[src/rtl/irq_priority_ctrl.sv]
// irq_priority_ctrl: registered nested-priority interrupt controller with per-source edge/level latching
module irq_priority_ctrl #(
  parameter int NUM_IRQ = 8,
  parameter int ID_W = $clog2(NUM_IRQ),
  parameter logic [NUM_IRQ-1:0] EDGE_MASK = {NUM_IRQ{1'b0}}
) (
  input  logic               clk,
  input  logic               rst_n,
  input  logic [NUM_IRQ-1:0] irq_in,
  input  logic [NUM_IRQ-1:0] irq_mask,
  input  logic               int_ack,
  input  logic               eoi,
  output logic               int_req,
  output logic [ID_W-1:0]    int_id,
  output logic [NUM_IRQ-1:0] pending_o,
  output logic [NUM_IRQ-1:0] in_service_o,
  output logic               any_pending
);
  typedef enum logic {IDLE, REQ} state_t;
  state_t state;
  logic [NUM_IRQ-1:0] irq_q, pending, in_service, set_ev, ack_vec, eoi_vec, offerable;
  logic [ID_W-1:0] cand, top;
  logic cand_v, top_v, eligible, ack_ok;
  assign offerable = pending & ~irq_mask;
  always_comb begin
    cand_v = 1'b0;
    cand = '0;
    top_v = 1'b0;
    top = '0;
    for (int i = 0; i < NUM_IRQ; i++) begin
      if (offerable[i]) begin
        cand_v = 1'b1;
        cand = ID_W'(i);
      end
      if (in_service[i]) begin
        top_v = 1'b1;
        top = ID_W'(i);
      end
    end
  end
  // a pending source may only preempt if it outranks everything already in service
  assign eligible = cand_v & (~top_v | (cand > top));
  assign ack_ok = (state == REQ) & int_ack;
  assign ack_vec = ack_ok ? (NUM_IRQ'(1) << int_id) : '0;
  assign eoi_vec = (eoi & top_v) ? (NUM_IRQ'(1) << top) : '0;
  assign set_ev = irq_in & ((~irq_q & EDGE_MASK) | (~in_service & ~EDGE_MASK));
  always_ff @(posedge clk or negedge rst_n)
    if (!rst_n) begin
      irq_q <= '0;
      pending <= '0;
      in_service <= '0;
      state <= IDLE;
      int_req <= 1'b0;
      int_id <= '0;
    end else begin
      irq_q <= irq_in;
      pending <= set_ev | (pending & ~ack_vec);
      in_service <= (in_service & ~eoi_vec) | ack_vec;
      if (state == IDLE) begin
        if (eligible) begin
          state <= REQ;
          int_req <= 1'b1;
          int_id <= cand;
        end
      end else if (int_ack) begin
        state <= IDLE;
        int_req <= 1'b0;
      end
    end
  assign pending_o = pending;
  assign in_service_o = in_service;
  assign any_pending = |offerable;
endmodule

[config.mk]
export PLATFORM = sky130hd
export DESIGN_NAME = irq_priority_ctrl
export DESIGN_NICKNAME = d
export VERILOG_FILES = /design/src/rtl/irq_priority_ctrl.sv
export SDC_FILE = /design/constraint.sdc
export NUM_CORES = 1
export LEC_CHECK = 0
export CAP_MARGIN = 40
export CORE_UTILIZATION = 24
export DETAILED_ROUTE_END_ITERATION = 8
export HOLD_SLACK_MARGIN = 0.12
export PLACE_DENSITY = 0.51
export REMOVE_ABC_BUFFERS = 1
export SLEW_MARGIN = 5
export SYNTH_ARGS = -nofsm -noshare
export SYNTH_HDL_FRONTEND = slang
export SYNTH_SLANG_ARGS = --single-unit
[constraint.sdc]
create_clock -name clk -period 4.7 [get_ports clk]
set_input_delay 1.41 -clock clk [delete_from_list [all_inputs] [get_ports clk]]
set_output_delay 1.41 -clock clk [all_outputs]
set_load 0.05 [all_outputs]
==> metrics, run 1 <==
P_leak=0.7372 nW; dominant cell type by area after synthesis=dfrtp_1; htree depth=1; setup TNS=0 ps; via count of the first global-routing pass=985; mean post-synth cell area=between 8 and 9 um2; number of flops mapped to enable cells by yosys=0; status=complete, no violations; GR Overflow Total=0; Tot Pwr=1.034 mW; CP Data Required Time=between 3000 and 4000 ps; first-pass GRT wire length=~4600 um; Initial Util=roughly a quarter; FP Rows=23; RSZ-0062 raised after global routing=false; root buf cell=clkbuf_8; final antenna-violating net count=0; wire per inst=13.19 um; peak supply drop=roughly 0.22 mV; worst path cell trace=clkdlybuf4s50_1, nand2b_1, nand4_1, and4b_1, inv_1, buf_4; core area=4144 um2; DP Wirelength=2326 um; minimum clock period after layout=4180 ps; die span in y=69.00 um; CTS max path bufs=2; Worst path slowest cell=clkdlybuf4s50_1; Die Width=69.00 um; via count=1,018; fillers=between 400 and 500; Worst setup SP type=primary input; CTS clk-pin slew, worst paths=70 ps; port buffer count=40; Synth cell types=27; Gate Count Post-Synth=between 100 and 150; routability cong.=0.8202; largest net degree at the start of global routing=13; crit-path max FO=3; Clock Latency Late Sink=between 200 and 300 ps; Least-Margin Pin Slew=505.1 ps; Area growth syn-to-layout=48.43%; Post-Syn Area=1077 um2; Max Freq=roughly 240 MHz; initial antenna violation count=0; Hold Vio Cnt, Final=0; CTS tree=done; # resized after CTS=0; Post-DP Area=1553 um2; share of layout cells above drive strength 1=roughly 6.6%; cell area after layout=1599 um2; Sink Count=21; share of the synthesized area in the top cell type=48.78%; Yosys warning count=0; Final #Nets=190; synthesized flop and latch total=21; Vias per Instance=around 4.7; Hold Path Class=reg2reg; slowest cell delay on critical path=between 400 and 500 ps; Top-Level Pins=41; Slew HR=around 66%; postcts setup bufs=0; Crit. End Element=primary output; CTS buffer count=3; critical path arrival=2770 ps; GRT Overall Usage=13.63%; final worst-path cycle share=88.93%; drt drc=0; most frequent cells after synthesis=nand2_1, dfrtp_1, o21ai_0, inv_1, nor2_1; Hold Buf Count CTS=0; max-slew violations=0; Post-synth ARST share=100.0%; die footprint=4760 um2; Final Skew=6.683 ps; DR iter-0 viols=25; WS Path Type=in2out; Maximum Capacitance Violations=0; most common cell in the netlist=nand2_1; n_diodes=0; DR pass1 iterations=4; final core utilization=between 30% and 40%; Most used DFF post-synth=dfrtp_1; Setup-failing EPs final=0; drt total wl=about 2900 um; Seq/Total Area, Yosys=48.78%; top post-synthesis cells by area=dfrtp_1, nand2_1, o21ai_0, inv_1, ha_1; Pwr per Cell Area=646.7 nW/um2
cells by family after synthesis:
logic type                 Yosys count  share of synthesized area (%)
and+or+nand+nor                     56                          26.37
buffers and inverters               12                          4.181
AOI/OAI and AO/OA                   28                          15.80
adders and majority gates            3                          3.485
muxes                                1                          1.393
DFF                                 21                          48.78
registers in the layout (all words and copies together), names as in the netlist:
register	count
in_service_o	8
int_id	3
int_req	1
pending_o	8
state	1
metrics by stage:
stage / hold WS, ps / worst slack [ps] / cells
finish: 479.8 / 520.5 / 216
global route: 515.8 / 425.2 / 216
CTS: 492.2 / 499.8 / 216
detailed placement: 473.3 / 499.8 / 212
global placement: 462.4 / 540.7 / 211
floorplan: 551.5 / 1052 / 121
report_power, final:
part           internal (mW)  switching [mW]  total [mW]  leakage (nW)
Sequential             0.238          0.0831       0.321         0.236
Combinational          0.233           0.363       0.596         0.476
Clock                 0.0591          0.0589       0.118        0.0255
Total                  0.529           0.505        1.03         0.737
placed cells by master, fill, tap and decap left out, drive strengths merged, types with 4 or more instances in the layout:
master / netlist / layout
nand2: 27 / 27
inv: 12 / 12
nor2b: 4 / 4
clkdlybuf4s50: 0 / 39
nand2b: 6 / 6
o21ai: 16 / 16
dfrtp: 21 / 21
nor2: 7 / 7
final cells by class:
class,instances,area [um2],share of cell area (%)
Clock buffer,3,41.29,2.582
Tap cell,50,62.56,3.912
Multi-Input combinational cell,88,506.7,31.69
Timing Repair Buffer,41,412.9,25.82
Inverter,12,45.04,2.817
Sequential cell,21,525.5,32.86
Clock inverter,1,5.005,0.3130
worst paths after layout:
| kind | start | endpoint | slack [ps] | cells past startpoint |
|---|---|---|---|---|
| max in group asynchronous | rst_n | state$_DFF_PN0_ | 2760 | 2 |
| setup / recovery | irq_mask[4] | any_pending | 520 | 6 |
| setup reg to reg | pending_o[2]$_DFF_PN0_ | int_id[1]$_DFFE_PN0P_ | 2340 | 9 |
| hold reg to reg | int_req$_DFFE_PN0P_ | int_req$_DFFE_PN0P_ | 480 | 2 |
| hold / removal | int_req$_DFFE_PN0P_ | int_req$_DFFE_PN0P_ | 480 | 2 |
| min in group asynchronous | rst_n | in_service_o[5]$_DFF_PN0_ | 1480 | 1 |
worst max-delay path: cells and delay by family:
family	cells	cell delay, ps
AND/OR/NAND/NOR	3	680
buffers and inverters	3	670
routing by layer:
metal | GRT usage (%) | vias to the layer above | share of wire [%]
met5 | 0 | - | 0
met4 | 3.827 | 0 | 0.77
met3 | 3.947 | 2 | 4.6
met2 | 21.48 | 27 | 47
met1 | 18.03 | 482 | 47
li1 | - | 507 | -
Power figures use the tool's default switching activity.
==> run 2: changes to the inputs <==
Settings changed: GPL_ROUTABILITY_DRIVEN from default to 0.
==> results of run 2 <==
The final DEF is identical to that of run 1; final timing and power are the same.
==> run 3: changes to the inputs <==
Settings changed: PLACE_DENSITY 0.51 to default.
==> run 3 against run 2 <==
Compared with the run above:
- clock power is essentially flat
- non-clock buffer count stayed put
- wire length decreased by 1.9%
- combinational power is 0.7% higher
- critical path depth did not move
- via count is 1.5% higher
- critical path type unchanged
- first-iteration DRC count up 140%
- global-route usage fell by 1.1 points
- fmax up 0.57%
==> metrics, run 3 (synthesized netlist as in run 1, its figures left out) <==
status=complete, no violations; RSZ-0062 raised after global routing=false; GR Overflow Total=0; Least-Margin Pin Slew=503.1 ps; minimum clock period after layout=4156 ps; Die Width=69.00 um; final core utilization=roughly 39%; P_leak=~0.74 nW; Maximum Capacitance Violations=0; # resized after CTS=0; die footprint=4760 um2; CP Data Required Time=3290 ps; Vias per Instance=4.782; Tot Pwr=1.035 mW; htree depth=1; GRT Overall Usage=12.51%; drt drc=0; CTS tree=done; Sink Count=21; Hold Buf Count CTS=0; most frequent cells in the layout=clkdlybuf4s50_1, nand2_1, dfrtp_1, o21ai_0, inv_1; Slew HR=66.36%; n_diodes=0; crit-path max FO=3; DR iter-0 viols=61; max-slew violations=0; Final Skew=between 3 and 4 ps; share of layout cells above drive strength 1=6.627%; critical path arrival=2750 ps; CTS clk-pin slew, worst paths=80 ps; fillers=427; initial antenna violation count=0; final antenna-violating net count=0; die span in y=69.00 um; core area=approximately 4100 um2; setup TNS=0 ps; peak supply drop=0.1642 mV; DR pass1 iterations=4; Final #Nets=190; via count of the first global-routing pass=987; FP Rows=23; drt total wl=about 2800 um; storage element area=525.5 um2; Worst setup SP type=primary input; Initial Util=26.00%; WS Path Type=in2out; wire per inst=12.94 um; root buf cell=clkbuf_8; Top-Level Pins=41; via count=1,033; Hold Vio Cnt, Final=0; Clock Latency Late Sink=between 200 and 300 ps; Hold Path Class=reg2reg; buffer and inverter count on the worst path=3; CTS max path bufs=2; final worst-path cycle share=88.42%; CTS buffer count=3; Area growth syn-to-layout=48.43%; Crit. End Element=primary output; postcts setup bufs=0; largest net degree at the start of global routing=13; Max Freq=240.6 MHz; kind of cell adding the most delay to the critical path=buffers and inverters; Worst path slowest cell=clkdlybuf4s50_1; multi-input logic area=506.7 um2; worst path cell trace=clkdlybuf4s50_1, nand2b_1, nand4_1, and4b_1, inv_1, buf_4; DP Wirelength=2316 um; first-pass GRT wire length=4422 um; Setup-failing EPs final=0; commonest non-fill, non-tap cell in the layout=clkdlybuf4s50_1; slowest cell delay on critical path=450 ps; port buffer count=40; Pwr per Cell Area=around 650 nW/um2
[run 3: tightest hold or removal path, delay by kind of cell, from the launching register on]
family	cells	cell delay [ps]
simple gates	2	110
flops	1	360
[run 3: worst paths after layout]
check | slack, ps | start | cells past startpoint | end
setup / recovery | 540 | irq_mask[4] | 6 | any_pending
hold / removal | 510 | int_req$_DFFE_PN0P_ | 2 | int_req$_DFFE_PN0P_
setup reg to reg | 2380 | pending_o[2]$_DFF_PN0_ | 9 | int_id[1]$_DFFE_PN0P_
hold reg to reg | 510 | int_req$_DFFE_PN0P_ | 2 | int_req$_DFFE_PN0P_
max in group asynchronous | 2770 | rst_n | 2 | int_req$_DFFE_PN0P_
min in group asynchronous | 1480 | rst_n | 1 | int_id[0]$_DFFE_PN0P_
[run 3: layout make-up]
cell class / instances / share of cell area, %
repair buffers: 41 / 25.82
multi-input cells: 88 / 31.69
flip-flops and latches: 21 / 32.86
clock buffers: 3 / 2.582
clock inverters: 1 / 0.3130
inverters: 12 / 2.817
well taps: 50 / 3.912
[run 3: metrics by stage]
stage | setup slack, ps | hold slack [ps] | cells | area [um2]
floorplan | 1052 | 551.5 | 121 | 1077
global placement | 554.2 | 462.6 | 211 | 1538
detailed placement | 528.3 | 500.9 | 212 | 1553
CTS | 527.9 | 519.9 | 216 | 1599
global route | 437.4 | 527.1 | 216 | 1599
finish | 544.2 | 506.0 | 216 | 1599
[run 3: routing by layer]
| metal | part of all wire (%) | vias to the layer above | GRT usage [%] |
|---|---|---|---|
| met3 | 6.3 | 7 | 1.974 |
| met4 | 1.7 | 0 | 4.592 |
| li1 | - | 506 | - |
| met2 | 47 | 36 | 21.24 |
| met1 | 45 | 484 | 15.85 |
| met5 | 0 | - | 0 |
[run 3: where the power goes]
part	internal (mW)	switching, mW	leakage [nW]
clock network	0.0591	0.0606	0.0255
logic	0.233	0.367	0.476
registers	0.238	0.0780	0.236
